## src/rtl/op_req_sequencer.sv

```systemverilog
// op_req_sequencer
//   Accepts one operand request from the launcher and expands it into
//   per-beat VRF read requests. There is one independent stream per operand
//   queue: queue 0 reads vs1 and queue 1 reads vs2. op_req_ready_o stays low
//   until every selected stream has issued its final beat.
//
// Ports
//   clk_i, rst_ni              clock, asynchronous active-low reset
//   op_req_valid_i/ready_o     request handshake (ready == IDLE)
//   op_req_vs1_i/vs2_i         source registers for queue 0 / queue 1
//   op_req_queue_req_i         bit q set: queue q needs operands
//   op_req_vlB_i               operand length in bytes
//   rd_valid_o/rd_ready_i      per-queue read request handshake
//   rd_addr_o                  per-queue VRF word address (wraps v31 -> v0)
//   rd_nbytes_o                valid bytes in the beat (1..BeatB)
//   rd_last_o                  final beat of the request for that queue
//   busy_o                     request in progress
module op_req_sequencer #(
  parameter  int unsigned VLENB       = 16,
  parameter  int unsigned BeatB       = 8,
  localparam int unsigned BeatsPerReg = VLENB / BeatB,
  localparam int unsigned AddrW       = $clog2(32 * BeatsPerReg),
  localparam int unsigned VlBW        = $clog2(8 * VLENB) + 1,
  localparam int unsigned NbW         = $clog2(BeatB) + 1
) (
  input  logic                      clk_i,
  input  logic                      rst_ni,
  input  logic                      op_req_valid_i,
  output logic                      op_req_ready_o,
  input  logic [4:0]                op_req_vs1_i,
  input  logic [4:0]                op_req_vs2_i,
  input  logic [1:0]                op_req_queue_req_i,
  input  logic [VlBW-1:0]           op_req_vlB_i,
  output logic [1:0]                rd_valid_o,
  input  logic [1:0]                rd_ready_i,
  output logic [1:0][AddrW-1:0]     rd_addr_o,
  output logic [1:0][NbW-1:0]       rd_nbytes_o,
  output logic [1:0]                rd_last_o,
  output logic                      busy_o
);

  localparam int unsigned OffW = $clog2(BeatB);

  typedef enum logic {
    IDLE,
    BUSY
  } state_e;

  state_e                 state_q;
  logic [1:0][4:0]        vs_q;
  logic [VlBW-1:0]        last_idx_q;   // index of the final beat (N-1)
  logic [NbW-1:0]         tail_q;
  logic [1:0][VlBW-1:0]   cnt_q;
  logic [1:0]             pend_q;

  logic                   accept;
  logic [VlBW:0]          len_round;
  logic [VlBW-1:0]        n_beats;
  logic [OffW-1:0]        len_off;
  logic [NbW-1:0]         tail_new;
  logic [1:0]             pend_new;
  logic [1:0]             hs;
  logic [1:0]             pend_after;

  assign op_req_ready_o = (state_q == IDLE);
  assign busy_o         = (state_q == BUSY);
  assign accept         = op_req_valid_i && op_req_ready_o;

  // N = ceil(vlB / BeatB); one extra bit keeps the rounding add from overflowing.
  assign len_round = {1'b0, op_req_vlB_i} + (VlBW + 1)'(BeatB - 1);
  assign n_beats   = VlBW'(len_round >> OffW);
  assign len_off   = op_req_vlB_i[OffW-1:0];
  // vlB - (N-1)*BeatB: a full beat when vlB is a multiple of BeatB.
  assign tail_new  = (len_off == '0) ? NbW'(BeatB) : NbW'(len_off);
  assign pend_new  = op_req_queue_req_i & {2{n_beats != '0}};

  always_comb begin
    rd_valid_o  = '0;
    rd_addr_o   = '0;
    rd_nbytes_o = '0;
    rd_last_o   = '0;
    hs          = '0;
    pend_after  = pend_q;
    for (int unsigned q = 0; q < 2; q++) begin
      rd_valid_o[q]  = pend_q[q] && (state_q == BUSY);
      // Truncation to AddrW bits gives the wrap from v31 back to v0.
      rd_addr_o[q]   = AddrW'(vs_q[q]) * AddrW'(BeatsPerReg) + AddrW'(cnt_q[q]);
      rd_last_o[q]   = (cnt_q[q] == last_idx_q);
      rd_nbytes_o[q] = rd_last_o[q] ? tail_q : NbW'(BeatB);
      hs[q]          = rd_valid_o[q] && rd_ready_i[q];
      if (hs[q] && rd_last_o[q]) begin
        pend_after[q] = 1'b0;
      end
    end
  end

  always_ff @(posedge clk_i or negedge rst_ni) begin
    if (!rst_ni) begin
      state_q    <= IDLE;
      vs_q       <= '0;
      last_idx_q <= '0;
      tail_q     <= '0;
      cnt_q      <= '0;
      pend_q     <= '0;
    end else begin
      case (state_q)
        IDLE: begin
          if (accept) begin
            vs_q       <= {op_req_vs2_i, op_req_vs1_i};
            last_idx_q <= n_beats - VlBW'(1);
            tail_q     <= tail_new;
            cnt_q      <= '0;
            pend_q     <= pend_new;
            state_q    <= (pend_new != '0) ? BUSY : IDLE;
          end
        end
        BUSY: begin
          for (int unsigned q = 0; q < 2; q++) begin
            if (hs[q]) begin
              cnt_q[q] <= cnt_q[q] + VlBW'(1);
            end
          end
          pend_q <= pend_after;
          if (pend_after == '0) begin
            state_q <= IDLE;
          end
        end
        default: state_q <= IDLE;
      endcase
    end
  end

endmodule

```

## config.mk

```make
export PLATFORM = sky130hd
export DESIGN_NAME = op_req_sequencer
export DESIGN_NICKNAME = d
export VERILOG_FILES = /design/src/rtl/op_req_sequencer.sv
export SDC_FILE = /design/constraint.sdc
export NUM_CORES = 1
export LEC_CHECK = 0
export CAP_MARGIN = 40
export CORE_ASPECT_RATIO = 1.4
export CORE_MARGIN = 2
export CORE_UTILIZATION = 40
export CTS_BUF_LIST = sky130_fd_sc_hd__clkbuf_4 sky130_fd_sc_hd__clkbuf_8 sky130_fd_sc_hd__clkbuf_16
export DETAILED_ROUTE_END_ITERATION = 8
export GPL_TIMING_DRIVEN = 0
export PLACE_DENSITY = 0.69
export SLEW_MARGIN = 25
export SYNTH_ARGS = -nofsm -noshare
export SYNTH_HDL_FRONTEND = slang
export SYNTH_SLANG_ARGS = --single-unit
export TNS_END_PERCENT = 20
```

## constraint.sdc

```tcl
create_clock -name clk_i -period 5.05 [get_ports clk_i]
set_input_delay 1.01 -clock clk_i [delete_from_list [all_inputs] [get_ports clk_i]]
set_output_delay 1.01 -clock clk_i [all_outputs]
set_load 0.1 [all_outputs]
```

==> run_results.csv <==
group,metric,value,unit
power_and_ir_drop,power_leakage,1.64,nW
global_route,grt_first_pass_wirelength,9960,µm
cts,cts_buffers,5,
place,gp_congestion,0.844,
cts,cts_max_path_buffers,2,
power_and_ir_drop,switchingPower,0.00120,W
yosys,synthDistinctLibCells,37,
cts,cts_setup_buffers,0,
power_and_ir_drop,power.internal,0.00114,W
cts,cts_tree,"built",
timing,setup_viol,0,
worst_setup_path,critPathLaunchType,"register",
cts,cts.sinks,40,
worst_setup_path,endpoint_kind,"output pin",
timing,worst_pin_slew,0.697,ns
routing,num_vias,2163,
layout,drive_gt1_share,13.0,%
cts,root_buffer,"clkbuf_8",
yosys,yosys.area_share.simple,23.4,%
global_route,grt_usage,19.1,%
timing,drv_slew,0,
yosys,syn_inst,269,
place,placed_cell_area,3420,µm²
yosys,synthesis.nets,308,
global_route,antenna_found_initial,0,
power_and_ir_drop,p_per_area,664,nW/µm²
yosys,ys_seq_area_share,41.4,%
timing,fin_tns_setup,0,ns
yosys,synth_top_family_by_area,"simple AND/OR/NAND/NOR gates",
die,die_w,69.7,µm
layout,insertedDiodeCount,0,
timing,min_period,3.64,ns
power_and_ir_drop,clkPwrFrac,11.1,%
routing,routed_wl,5920,µm
yosys,synth-xor-area-share,13.8,%
cts,clk_latency,0.29,ns
worst_setup_path,cp_max_fo,7,
worst_setup_path,required,4.04,ns
worst_setup_path,cp.arrival,2.63,ns
routing,detail-route-antenna-nets,0,
die,num_io_pins,51,
global_route,grt_pass1_vias,2213,
routing,dr.pass1.iters,5,
power_and_ir_drop,pwr-share-seq,21.3,%
yosys,syn_area,2420,µm²
yosys,synth_fa_ha_area_share,7.86,%
die,core-area,5860,µm²
die,fp.dieH,96.0,µm
yosys,synth_compound_area_share,9.15,%
timing,clock_skew,0.00864,ns
worst_setup_path,critPathKind,"reg2out",
cts,clk_pin_slew,0.07,ns
cts,ctsResizeCount,0,
die,start_util,41.3,%
cts,cts_max_level,2,
power_and_ir_drop,fin_total_pwr,0.00234,W
flow_run,cap_violations,0,
global_route,grt_overflow,0,
worst_setup_path,cpPeakStageDelay,0.57,ns
power_and_ir_drop,peakVddDrop,0.348,mV
status,status,"finished, final reports clean",
timing,hold_viol,0,
routing,avgRoutedWirePerCell,14.0,µm
yosys,ys.warnings.count,0,
global_route,grt_max_degree,26,
timing,fmax,0.275,GHz
yosys,ys_ff_latch,40,
worst_setup_path,crit_slowest_cell,"nor3_1",
die,fp.dieArea,6700,µm²
timing,rsz0062_at_grt,"no",
power_and_ir_drop,switching_share,51.3,%
layout,finalNetCount,392,
power_and_ir_drop,combPwrFrac,67.6,%
cts,ctsHoldBuffers,0,
place,hpwl,4860,µm
yosys,synthMuxAreaShare,0.414,%
die,rows,33,
yosys,avgSynthCellArea,9.00,µm²
routing,initialDrtViolationCount,51,
timing,relSlewSlack,53.2,%
worst_setup_path,path_cells,"xnor2_1 -> nand4_1 -> nor3_1 -> and2_1 -> clkdlybuf4s50_1 -> buf_8",
routing,viasPerCell,5.10,
place,numPortBuffers,50,
routing,drc_errors,0,
worst_hold_path,hp-class,"reg2reg",
worst_setup_path,worstPathBufferInverterCount,2,
layout,fin_area,3530,µm²
timing,fin_crit_sh,72.1,%
worst_setup_path,crit_family,"simple AND/OR/NAND/NOR gates",
layout,fin_util,60.2,%
layout,area.growth.synth_to_final,45.9,%
power groups by stage:
stage / logic [W] / registers, W / clock network (W)
after global routing: 0.00166 / 0.000513 / 0.000281
after floorplan: 0.000978 / 0.000511 / 0
after global placement: 0.00127 / 0.000501 / 0
final: 0.00158 / 0.000499 / 0.000261
after detailed placement: 0.00159 / 0.000506 / 0
after CTS: 0.00160 / 0.000499 / 0.000266
layout by cell type, fill, tap and decap left out, types with 2 or more instances in the layout:
cell / count
buf_2: 4
a21o_1: 4
o21ai_0: 10
and3_1: 5
ha_1: 12
inv_1: 12
clkbuf_8: 5
buf_4: 2
nor2b_1: 3
fa_1: 2
a21oi_1: 6
a211oi_1: 4
nand4_1: 8
nor3_1: 4
xnor2_1: 29
nand2_1: 56
xor2_1: 9
nand2b_1: 3
clkdlybuf4s50_1: 49
o21bai_1: 2
dfrtp_1: 40
nor4_2: 2
clkbuf_1: 6
nor2_1: 16
buf_8: 26
a31oi_1: 2
and2_1: 8
nand3_1: 10
final timing paths:
kind                           start  depth (start not counted)        endpoint  slack, ns
setup / recovery            cnt_q[3]                          6  rd_nbytes_o[1]       1.41
hold / removal             tail_q[0]                          2       tail_q[0]       0.48
setup reg to reg              busy_o                          5        cnt_q[4]       3.24
min in group asynchronous     rst_ni                          1       tail_q[1]       0.63
hold reg to reg            tail_q[0]                          2       tail_q[0]       0.48
max in group asynchronous     rst_ni                          2        cnt_q[8]       3.97
flip-flops by register name, indices dropped and copies added, names as in the netlist:
signal	flops
cnt_q	16
tail_q	4
last_idx_q	7
pend_q	2
vs_q	10
busy_o	1
final cells by class:
type / instances / area (µm²)
buffer: 11 / 52.6
clock buffer: 6 / 76.3
clock inverter: 2 / 35.0
fill: 516 / 2330
inverter: 12 / 45.0
multi-input combinational: 206 / 1330
sequential: 40 / 1000
tap: 70 / 87.6
timing repair buffer: 77 / 906
tightest hold or removal path: cells and delay by family (launching register included):
kind / cells / cell delay [ns]
flip-flops: 1 / 0.35
AND/OR/NAND/NOR: 2 / 0.10
cells by family (layout without fill, tap and decap cells):
kind of cell / count (synthesis) / after routing
AO/OA/AOI/OAI: 33 / 33
XOR/XNOR: 38 / 38
adder cells (fa/ha/maj): 14 / 14
buffers and inverters: 23 / 108
flip-flops: 40 / 40
multiplexers: 1 / 1
AND/OR/NAND/NOR: 120 / 120
Yosys cell counts (all sizes together):
cell type,count,share of area [%]
nor3,4,0.83
nand2,56,8.7
nand2b,3,0.78
inv,12,1.9
fa,2,1.7
mux2i,1,0.41
o41ai,1,0.36
xor2,9,3.3
clkbuf,6,0.93
and3,6,1.6
ha,12,6.2
o31a,1,0.36
nand3b,1,0.31
o311ai,1,0.67
or3,1,0.26
a211o,1,0.36
o21ai,10,2.1
nor4,2,0.78
a21o,4,1.2
nor2b,3,0.78
nand3,10,2.1
nor2,16,2.5
o41a,1,0.47
o21bai,2,0.62
dfrtp,40,41
a31oi,2,0.52
buf,5,1.2
a211oi,4,1.2
and2,8,2.1
xnor2,29,10
or3b,2,0.72
nand4,8,2.1
a21oi,6,1.2
metal layers:
metal  routed length, µm  part of all wire, %  vias up  GRT usage (%)
li1                    -                    -     1061              -
met1                2310                   39     1050           20.0
met2                3310                   56       40           37.5
met3                 151                  2.5       12           3.14
met4                 149                  2.5        0           8.17
met5                   0                    0        -              0
per-stage QoR:
stage / setup WS [ns] / cells / hold slack [ns]
6_report: 1.41 / 424 / 0.483
5_1_grt: 1.29 / 424 / 0.524
4_1_cts: 1.41 / 424 / 0.494
3_5_place_dp: 1.51 / 416 / 0.477
3_3_place_gp: 1.31 / 389 / 0.465
2_1_floorplan: -0.181 / 269 / 0.451
No activity file was read; power rests on OpenSTA's default activity.
